`src/rtl/phy_pkg.sv`:
```
// Shared PHY receive-path definitions: deserializer FSM state encodings,
// the K28.5 comma symbol and a counter-width helper.
package phy_pkg;

    typedef logic [1:0] state_t;

    localparam state_t HUNT   = 2'd0;
    localparam state_t ALIGN  = 2'd1;
    localparam state_t LOCKED = 2'd2;

    localparam logic [7:0] K28_5 = 8'hBC;

    // Bits needed to count up to the larger of two limits without wrapping.
    function automatic int cnt_width(input int a, input int b);
        int m;
        m = (a > b) ? a : b;
        return $clog2(m + 1);
    endfunction

endpackage

```
`src/rtl/sp_comma_detect.sv`:
```
// Serial shift register plus a comma comparator on the word that includes
// the bit being sampled at this edge.
module sp_comma_detect
    import phy_pkg::*;
#(
    parameter int               WIDTH = 8,
    parameter logic [WIDTH-1:0] COMMA = K28_5
) (
    input  logic             clk_32f,
    input  logic             reset,
    input  logic             data_in,
    output logic [WIDTH-1:0] word_next,
    output logic             is_comma
);

    logic [WIDTH-1:0] sr;

    assign word_next = {sr[WIDTH-2:0], data_in};
    assign is_comma  = (word_next == COMMA);

    always_ff @(posedge clk_32f) begin
        if (!reset) sr <= '0;
        else        sr <= word_next;
    end

endmodule

```
`src/rtl/serial_paralelo_align.sv`:
```
// 1-bit to WIDTH deserializer: hunts for the comma at any bit offset, locks
// after LOCK_COUNT aligned commas and emits words held for one word period.
module serial_paralelo_align
    import phy_pkg::*;
#(
    parameter int               WIDTH      = 8,
    parameter logic [WIDTH-1:0] COMMA      = K28_5,
    parameter int               LOCK_COUNT = 4,
    parameter int               MAX_GAP    = 0
) (
    input  logic             clk_32f,
    input  logic             reset,
    input  logic             data_in,
    output logic             valid_out,
    output logic [WIDTH-1:0] data_out,
    output logic             comma_out,
    output logic             locked
);

    localparam int             CW       = $clog2(WIDTH);
    localparam int             GW       = cnt_width(LOCK_COUNT, MAX_GAP);
    localparam logic [CW-1:0]  CNT_LAST = CW'(WIDTH - 1);
    localparam logic [GW-1:0]  LOCK_N   = GW'(LOCK_COUNT);
    localparam logic [GW-1:0]  GAP_N    = GW'(MAX_GAP);

    logic [WIDTH-1:0] word_next;
    logic             is_comma;

    state_t           state_q, state_d;
    logic [CW-1:0]    cnt_q, cnt_d;
    logic [GW-1:0]    ccnt_q, ccnt_d, gap_q, gap_d;
    logic [GW-1:0]    ccnt_inc, gap_inc;
    logic             boundary, gap_drop;
    logic             valid_d, comma_d, locked_d;
    logic [WIDTH-1:0] data_d;

    sp_comma_detect #(.WIDTH(WIDTH), .COMMA(COMMA)) u_detect (
        .clk_32f  (clk_32f),
        .reset    (reset),
        .data_in  (data_in),
        .word_next(word_next),
        .is_comma (is_comma)
    );

    assign boundary = (cnt_q == CNT_LAST);
    assign ccnt_inc = ccnt_q + GW'(1);
    assign gap_inc  = (gap_q == {GW{1'b1}}) ? gap_q : gap_q + GW'(1);
    assign gap_drop = (MAX_GAP != 0) && (gap_inc >= GAP_N);

    always_ff @(posedge clk_32f) begin
        if (!reset) begin
            state_q   <= HUNT;
            cnt_q     <= '0;
            ccnt_q    <= '0;
            gap_q     <= '0;
            valid_out <= 1'b0;
            comma_out <= 1'b0;
            locked    <= 1'b0;
            data_out  <= '0;
        end else begin
            state_q   <= state_d;
            cnt_q     <= cnt_d;
            ccnt_q    <= ccnt_d;
            gap_q     <= gap_d;
            valid_out <= valid_d;
            comma_out <= comma_d;
            locked    <= locked_d;
            data_out  <= data_d;
        end
    end

    always_comb begin
        state_d = state_q;
        case (state_q)
            HUNT:   if (is_comma) state_d = (LOCK_COUNT == 1) ? LOCKED : ALIGN;
            ALIGN:  if (boundary) begin
                        if (!is_comma)               state_d = HUNT;
                        else if (ccnt_inc >= LOCK_N) state_d = LOCKED;
                    end
            LOCKED: if (boundary && !is_comma && gap_drop) state_d = HUNT;
            default: state_d = HUNT;
        endcase
    end

    // valid_out has no ready: it is a level held for a whole word period,
    // set only for data words while locked, so a slower clock can sample it.
    always_comb begin
        cnt_d    = boundary ? '0 : cnt_q + 1'b1;
        ccnt_d   = ccnt_q;
        gap_d    = gap_q;
        valid_d  = valid_out;
        comma_d  = comma_out;
        locked_d = locked;
        data_d   = data_out;
        case (state_q)
            HUNT: begin
                valid_d  = 1'b0;
                comma_d  = 1'b0;
                locked_d = 1'b0;
                if (is_comma) begin
                    cnt_d  = '0;
                    ccnt_d = GW'(1);
                    if (LOCK_COUNT == 1) begin
                        locked_d = 1'b1;
                        comma_d  = 1'b1;
                        gap_d    = '0;
                    end
                end
            end
            ALIGN: begin
                valid_d = 1'b0;
                if (boundary) begin
                    if (is_comma) begin
                        ccnt_d = ccnt_inc;
                        if (ccnt_inc >= LOCK_N) begin
                            locked_d = 1'b1;
                            comma_d  = 1'b1;
                            gap_d    = '0;
                        end
                    end else begin
                        ccnt_d = '0;
                    end
                end
            end
            LOCKED: begin
                if (boundary) begin
                    if (is_comma) begin
                        valid_d = 1'b0;
                        comma_d = 1'b1;
                        gap_d   = '0;
                    end else if (gap_drop) begin
                        locked_d = 1'b0;
                        valid_d  = 1'b0;
                        comma_d  = 1'b0;
                        data_d   = '0;
                        gap_d    = '0;
                        ccnt_d   = '0;
                    end else begin
                        data_d  = word_next;
                        valid_d = 1'b1;
                        comma_d = 1'b0;
                        gap_d   = gap_inc;
                    end
                end
            end
            default: begin
                valid_d  = 1'b0;
                comma_d  = 1'b0;
                locked_d = 1'b0;
            end
        endcase
    end

endmodule

```
`config.mk`:
```
export PLATFORM = sky130hd
export DESIGN_NAME = serial_paralelo_align
export DESIGN_NICKNAME = d
export VERILOG_FILES = /design/src/rtl/phy_pkg.sv /design/src/rtl/sp_comma_detect.sv /design/src/rtl/serial_paralelo_align.sv
export SDC_FILE = /design/constraint.sdc
export NUM_CORES = 1
export LEC_CHECK = 0
export CAP_MARGIN = 20
export CORE_MARGIN = 3
export CORE_UTILIZATION = 26
export DETAILED_ROUTE_END_ITERATION = 10
export SLEW_MARGIN = 20
export SYNTH_ARGS = -nofsm -noshare
export SYNTH_HDL_FRONTEND = slang
export SYNTH_SLANG_ARGS = --single-unit
```
`constraint.sdc`:
```
create_clock -name clk_32f -period 4.1 [get_ports clk_32f]
set_input_delay 0.82 -clock clk_32f [delete_from_list [all_inputs] [get_ports clk_32f]]
set_output_delay 0.82 -clock clk_32f [all_outputs]
set_load 0.05 [all_outputs]
```
======== Word level (Yosys, flattened, before mapping) ========
Cells that the tools add are included.
storage, ports and cells
  flip-flop bits (word level) ............. 26
  bits in latches ......................... 0
  bits in writable memories ............... 0
  memory bits (read-only) ................. 0
  input bits .............................. 3
  output and inout port bits .............. 11
  word-level logic and storage cells ...... 51
  memories kept ........................... 0
operators by class
  add/sub/neg operators ................... 2
  multipliers ............................. 0
  divide/modulo/power cells ............... 0
  $lt $le $gt $ge ......................... 1
  eq/ne operators ......................... 10
  shift-type cells ........................ 0
  mux-type cells .......................... 20
  bitwise logic cells ..................... 2
  reduce and logical (&&, ||, !) cells .... 8
operators by type and width
  operator                                                         number
  3-bit 2-to-1 mux                                                 6
  4-bit AND reduction                                              3
  2-bit != test, second input constant                             5
  8-bit == test, second input constant                             1
  2-bit 2-to-1 mux                                                 4
  3-bit by 1-bit adder with 3-bit output, second input constant    2
  1-bit 2-to-1 mux                                                 6
  2-bit case mux with 3 select lines                               1
  3-bit case mux with 2 select lines                               1
  3-bit AND reduction                                              2
  1-bit case mux with 2 select lines                               2
  3-bit == test, second input constant                             1
  3-bit greater-or-equal comparator, second input constant         1
  3-bit != test, second input constant                             1
  2-bit by 1-bit == test with 1-bit output, second input constant  1
  2-bit == test, second input constant                             1
  2-bit zero test                                                  1
  1-bit NOT                                                        2
  2-bit AND reduction                                              1
  2-bit nonzero test                                               1

======== Logic depth before layout (Yosys ltp) ========
Gate-level depths: netlist (run 1).
  depth in word-level cells ............... 6
  gate-level depth with buffers ........... 7
  depth with buffers taken out ............ 6

======== By module ========
From an unflattened synthesis (run 1), not the netlist that was laid out.
unflattened totals
  cell total of the unflattened synthesis .. 114
  area total of the unflattened synthesis .. 1152.4 um2
by module, submodules not included
  module                 instances  cells each  area an instance (um2)  sequential area each (um2)
  serial_paralelo_align  1          96          934.6                   380.4
  sp_comma_detect        1          18          217.7                   140.1

======== Worst setup path before layout (run 1) ========
No wires, ideal clock.
  path kind ............................... input port to flip-flop
  start ................................... in data_in
  end ..................................... reg ccnt_q[0]
  setup time .............................. 0.120 ns
  arrival ................................. 1.730 ns
  required time ........................... 3.980 ns
  path slack .............................. 2.250 ns
  stages on the path ...................... 5
  path buffers ............................ 1
  cells stage by stage .................... nor4bb_1 > buf_4 > a21bo_4 > a21oi_1 > o31a_1
on the way
  cells in the longest elaborated chain, start to end .. 4
  elaborated cells between the ends (all ways) .. 6
  classes of those cells .................. 2 x eq/ne; 3 x mux; 1 x reduce/logical
ends and longest elaborated chain
  element                             RTL line                      text
  start: declaration                  serial_paralelo_align.sv:13   input logic data_in,
  8-bit == test *                     sp_comma_detect.sv:19         assign is_comma = (word_next == COMMA);
  3-bit 2-to-1 mux                    serial_paralelo_align.sv:113  if (is_comma) begin
  3-bit 2-to-1 mux                    serial_paralelo_align.sv:112  if (boundary) begin
  3-bit case mux with 2 select lines  serial_paralelo_align.sv:95   case (state_q)
  end signal: assignment              serial_paralelo_align.sv:63   ccnt_q <= ccnt_d;
  end: declaration                    serial_paralelo_align.sv:31   logic [GW-1:0] ccnt_q, ccnt_d, gap_q, gap_d;
Mark *: on every way between the ends. The rest lies on a longest branch, timed or not. The select of a mux whose other input is x is not followed.
A chain may end at the register's enable or synchronous reset.

======== Worst setup path after layout (run 1) ========
  start ................................... reg data_out[7]
  end ..................................... out data_out[7]
RTL lines
  element                   RTL line                     text
  start: declaration        serial_paralelo_align.sv:15  output logic [WIDTH-1:0] data_out,
  start signal: assignment  serial_paralelo_align.sv:68  data_out <= data_d;
No word-level cell between the ends.

==> results.md, run 1 <==
* Status: completed
* CP max stage cell: clkdlybuf4s50_1
* Arr. time, crit path at 1.42 ns
* All-Layer GR Usage at 8.85%
* TritonCTS clock tree: yes
* Number of enable flip-flop cells after synthesis at 0
* Initial cell density of the core at 27.8%
* Via count at 791
* Inserted Diodes at 0
* Setup Fix Bufs, Post-CTS at 0
* Unrepaired setup endpoints after global routing: no
* Share of post-route cells with drive strength above 1 at 11.7%
* Final setup viols at 0
* Post-DRT Antenna Nets at 0
* Row count at 23
* Crit path required time at 3.28 ns
* Gpl congestion at 0.720
* Async S/R FF share, synth at 0%
* Area growth, synth to finish at 20.8%
* Grt ovf at 0
* Via density at 4.65
* Min-Delay Path Class: flop to flop
* Worst-skew pair later-pin latency at 0.27 ns
* CTS Hold Bufs at 0
* Crit path max fanout at 2
* Post-DR wirelength/cell at 12.2 microns
* CTS Root Cell: clkbuf_8
* Global-route wire length before repair at 3690 microns
* Relative slew slack at 41.7%
* Layout Nets at 131
* Design Area, Final at 1380 sq um
* Post-synthesis register bit count at 26
* Leak Pwr at 0.537 nW
* Initial antenna violation count at 0
* Final-report hold violation count at 0
* Number of global-route vias before repair at 830
* F_max at 446 MHz
* CP bufs+invs at 1
* Max-Cap Viols at 0
* Tmin final at 2.24 ns
* Netlist Area Pre-Place at 1140 sq um
* Clock Path Buffers at 2
* CP Class: flop to primary output
* Post-Route WL at 2070 microns
* Synth Area per Inst at 10.6 sq um
* Die height at 72.4 microns
* Final slew viol count at 0
* Clock Sink Count at 26
* # DRC at 0
* Pin count of the biggest net entering global routing at 32
* CP startpoint kind: flop
* Cell Pwr Density at 351 nW/um^2
* Worst Max-Slew Pin Slew at 0.871 ns
* Worst Skew at 0.00553 ns
* Buffers on Ports at 13
* Pre-antenna DRT Iters at 5
* I/O pin count at 14
* Yosys cell types at 29
* Period utilization at 54.7%
* Synth warn at 0
* Post-DP HPWL at 1540 microns
* VDD IR-drop max at 0.152 mV
* Crit path cell chain: clkdlybuf4s50_1
* Core area at 4120 sq um
* CP endpoint kind: primary output
* Violation count after the first detailed-route iteration at 36
* Die ar. at 5240 sq um
* Mapped Cells at 108
* Clock transition at path regs at 0.09 ns
* Die span in x at 72.4 microns
* Register area share after synthesis at 45.5%
* Delay-heaviest family, CP: buffers and inverters
* Cell area after placement at 1310 sq um
* Setup TNS at 0 ns
* Gates resized, CTS repair at 0
* Post-synth net total at 118
* H-tree levels at 1
* Ys flop type: dfxtp_1
* Num CTS Buffers at 3
* CP max stage delay at 0.81 ns
sequential cells by signal (all words and copies together) (netlist names):
signal and count:
valid_out 1, state_q 2, u_detect.sr 7, ccnt_q 3
locked 1, data_out 8, cnt_q 3, comma_out 1
synth_stat cells, types with 2 or more instances:
library cell	number	share of area [%]
inv_1	3	0.98
nand2_1	9	3.0
a21oi_1	2	0.87
ha_1	7	7.6
dfxtp_1	26	45
mux2i_1	13	11
nand3_1	5	2.2
nor3_1	2	0.87
clkbuf_1	4	1.3
nor2b_1	9	4.9
and3_1	4	2.2
and2_1	6	3.3
a31o_2	2	1.5
kinds of logic after synthesis:
kind of cell | count (synthesis) | synth area share (%)
AOI/OAI and AO/OA | 12 | 10.4
DFF | 26 | 45.5
adders and majority gates | 7 | 7.65
and+or+nand+nor | 40 | 20.4
buffers and inverters | 9 | 3.93
xor gates and xnor gates | 1 | 0.765
muxes | 13 | 11.4
where the power goes:
group	internal (W)	switching (W)
clock	0.000131	0.0000806
sequential	0.000257	0.00000264
combinational	0.00000735	0.00000730
cell type report:
cell class              count  area (sq um)
well taps                  50          62.6
inverters                   3          11.3
multi-input cells          73           579
clock buffers               3          41.3
repair buffers             14           138
clock inverters             1          30.0
fillers                   423          2730
flip-flops and latches     26           520
final timing paths:
check                    from          end  slack [ns]  depth (start not counted)
setup / recovery  data_out[7]  data_out[7]        1.86                          1
hold / removal       cnt_q[0]     cnt_q[0]        0.45                          1
setup reg to reg     cnt_q[0]  data_out[4]        2.34                          6
hold reg to reg      cnt_q[0]     cnt_q[0]        0.45                          1
metrics by stage:
step	instances	utilization (%)	power [W]	setup slack, ns	hold WS (ns)
after floorplan	108	-	0.000276	2.25	0.402
after global placement	166	31.9	0.000279	1.70	0.413
after detailed placement	166	31.9	0.000281	1.69	0.434
after CTS	170	33.6	0.000496	1.82	0.448
after global routing	170	33.6	0.000506	1.80	0.476
final	170	33.6	0.000486	1.86	0.449
metal layers:
metal / GRT usage (%) / wire length, microns / vias to the layer above / part of all wire [%]
li1: - / - / 397 / -
met1: 9.58 / 938 / 378 / 45
met2: 16.2 / 1040 / 16 / 50
met3: 3.46 / 91 / 0 / 4.4
met4: 1.88 / 0 / 0 / 0
met5: 0 / 0 / - / 0
cell usage in the layout, fill, tap and decap left out:
cell	count
a21bo_4	1
a21oi_1	2
a21oi_4	1
a31o_2	2
a41oi_1	1
and2_1	6
and2_2	1
and3_1	4
and3_4	1
and4b_2	1
buf_4	1
bufinv_16	1
clkbuf_8	3
clkdlybuf4s50_1	13
dfxtp_1	26
ha_1	7
inv_1	3
mux2i_1	13
nand2_1	9
nand2b_1	1
nand3_1	5
nor2b_1	9
nor3_1	2
nor4bb_1	1
o2111a_1	1
o211ai_2	1
o221a_2	1
o22ai_1	1
o31a_1	1
xnor2_1	1
Power figures use the tool's default switching activity.
==> run 2: changes to the inputs <==
==> constraint.sdc (replaced) <==
create_clock -name clk_32f -period 2 [get_ports clk_32f]
set_input_delay 0.4 -clock clk_32f [delete_from_list [all_inputs] [get_ports clk_32f]]
set_output_delay 0.4 -clock clk_32f [all_outputs]
set_load 0.05 [all_outputs]
==> run 2 against run 1 <==
Register-to-register slack worse by 1.9 ns. Clock skew down 0.0015 ns. Largest power group unchanged. Final cell count up 0.59%. First-iteration DRC count down 25%. Highest routed layer is now met4.
==> results.md, run 2 (same netlist as run 1, synthesis figures left out) <==
* Final setup viols at 0
* Violation count after the first detailed-route iteration at 27
* Gpl congestion at 0.756
* R2R setup slack at 0.40 ns
* Met1 global-route usage at 10.6%
* Worst Setup EP: data_out[2]
* Post-DP HPWL at 1470 microns
* Most frequent cells in the layout: dfxtp_1, mux2i_1, clkdlybuf4s50_1
* All-Layer GR Usage at 8.52%
* Area growth, synth to finish at 20.5%
* Cells on worst reg2reg path at 6
* CTS Root Cell: clkbuf_8
* Final slew viol count at 0
* Met2 Use GR at 13.3%
* Unrepaired setup endpoints after global routing: no
* CTS Hold Bufs at 0
* Pin count of the biggest net entering global routing at 21
* Max-Cap Viols at 0
* Pre-antenna DRT Iters at 4
* Period utilization at 91.2%
* Worst Skew at 0.00402 ns
* CP endpoint kind: primary output
* Clock Sink Count at 26
* Status: completed
* Number of global-route vias before repair at 795
* Cell area after placement at 1340 sq um
* R2R Path End: data_out[0]
* CP bufs+invs at 1
* Die span in x at 72.4 microns
* Final-report hold violation count at 0
* Die height at 72.4 microns
* Relative slew slack at 66.6%
* Via count at 783
* CP Class: flop to primary output
* Crit path max fanout at 2
* Via density at 4.58
* Buffers on Ports at 13
* Leak Pwr at 0.537 nW
* Share of post-route cells with drive strength above 1 at 12.4%
* F_max at 548 MHz
* Post-DRT Antenna Nets at 0
* Leading registers by flop count: data_out x8, u_detect.sr x7
* Clock transition at path regs at 0.09 ns
* Core area at 4120 sq um
* Most flops, register: data_out
* CP Depth at 1
* Worst-skew pair later-pin latency at 0.27 ns
* Design Area, Final at 1380 sq um
* Grt met3 use at 1.94%
* Clock Path Buffers at 2
* # DRC at 0
* Post-DR wirelength/cell at 11.8 microns
* Tmin final at 1.82 ns
* Setup TNS at 0 ns
* Crit path cell chain: clkdlybuf4s50_1
* Most common cell after layout, fill and taps aside: dfxtp_1
* Cell Pwr Density at 626 nW/um^2
* Row count at 23
* Worst Max-Slew Pin Slew at 0.499 ns
* H-tree levels at 1
* Arr. time, crit path at 1.42 ns
* GRT busiest layer: met2
* TritonCTS clock tree: yes
* Largest register FFs at 8
* CP max stage cell: clkdlybuf4s50_1
* I/O pin count at 14
* Gates resized, CTS repair at 0
* Num CTS Buffers at 3
* Die ar. at 5240 sq um
* Inserted Diodes at 0
* CP startpoint kind: flop
* R2R Path Start: state_q[0]
* Min-Delay Path Class: flop to flop
* Crit path required time at 1.60 ns
* Initial cell density of the core at 27.8%
* CP max stage delay at 0.81 ns
* Setup Fix Bufs, Post-CTS at 0
* Grt ovf at 0
* VDD IR-drop max at 0.235 mV
* Global-route wire length before repair at 3530 microns
* Initial antenna violation count at 0
* Layout Nets at 133
* Delay-heaviest family, CP: buffers and inverters
* Post-Route WL at 2020 microns
* Crit. Startpoint: data_out[2]
run 2: how the worst min path moves through the flow:
stage | from | endpoint | cells past startpoint
floorplan | cnt_q[0] | cnt_q[0] | 1
finish | cnt_q[0] | cnt_q[0] | 1
CTS | cnt_q[0] | cnt_q[0] | 1
global placement | cnt_q[0] | cnt_q[0] | 1
global route | cnt_q[0] | cnt_q[0] | 1
detailed placement | cnt_q[0] | cnt_q[0] | 1
run 2: power by group:
group | switching, W | internal [W]
Sequential | 0.00000505 | 0.000527
Clock | 0.000161 | 0.000135
Combinational | 0.0000167 | 0.0000190
run 2: layout make-up:
class	instances	area [sq um]
Tap cell	50	62.6
Fill cell	415	2740
Multi-Input combinational cell	73	579
Clock buffer	3	41.3
Timing Repair Buffer	16	165
Inverter	3	11.3
Sequential cell	26	520
run 2: metrics by stage:
step / hold WS (ns) / power (W) / instances / utilization (%) / worst slack [ns]
after floorplan: 0.402 / 0.000565 / 108 / - / 0.424
after global placement: 0.414 / 0.000579 / 168 / 32.5 / 0.0517
after detailed placement: 0.424 / 0.000581 / 168 / 32.5 / 0.00879
after CTS: 0.436 / 0.000877 / 171 / 33.5 / 0.157
after global routing: 0.451 / 0.000907 / 171 / 33.5 / 0.117
final: 0.431 / 0.000865 / 171 / 33.5 / 0.176
run 2: routing by layer:
metal | share of wire [%] | vias to the layer above
met3 | 4.1 | 5
met1 | 49 | 361
met4 | 2.6 | 0
li1 | - | 400
met5 | 0 | -
met2 | 44 | 17
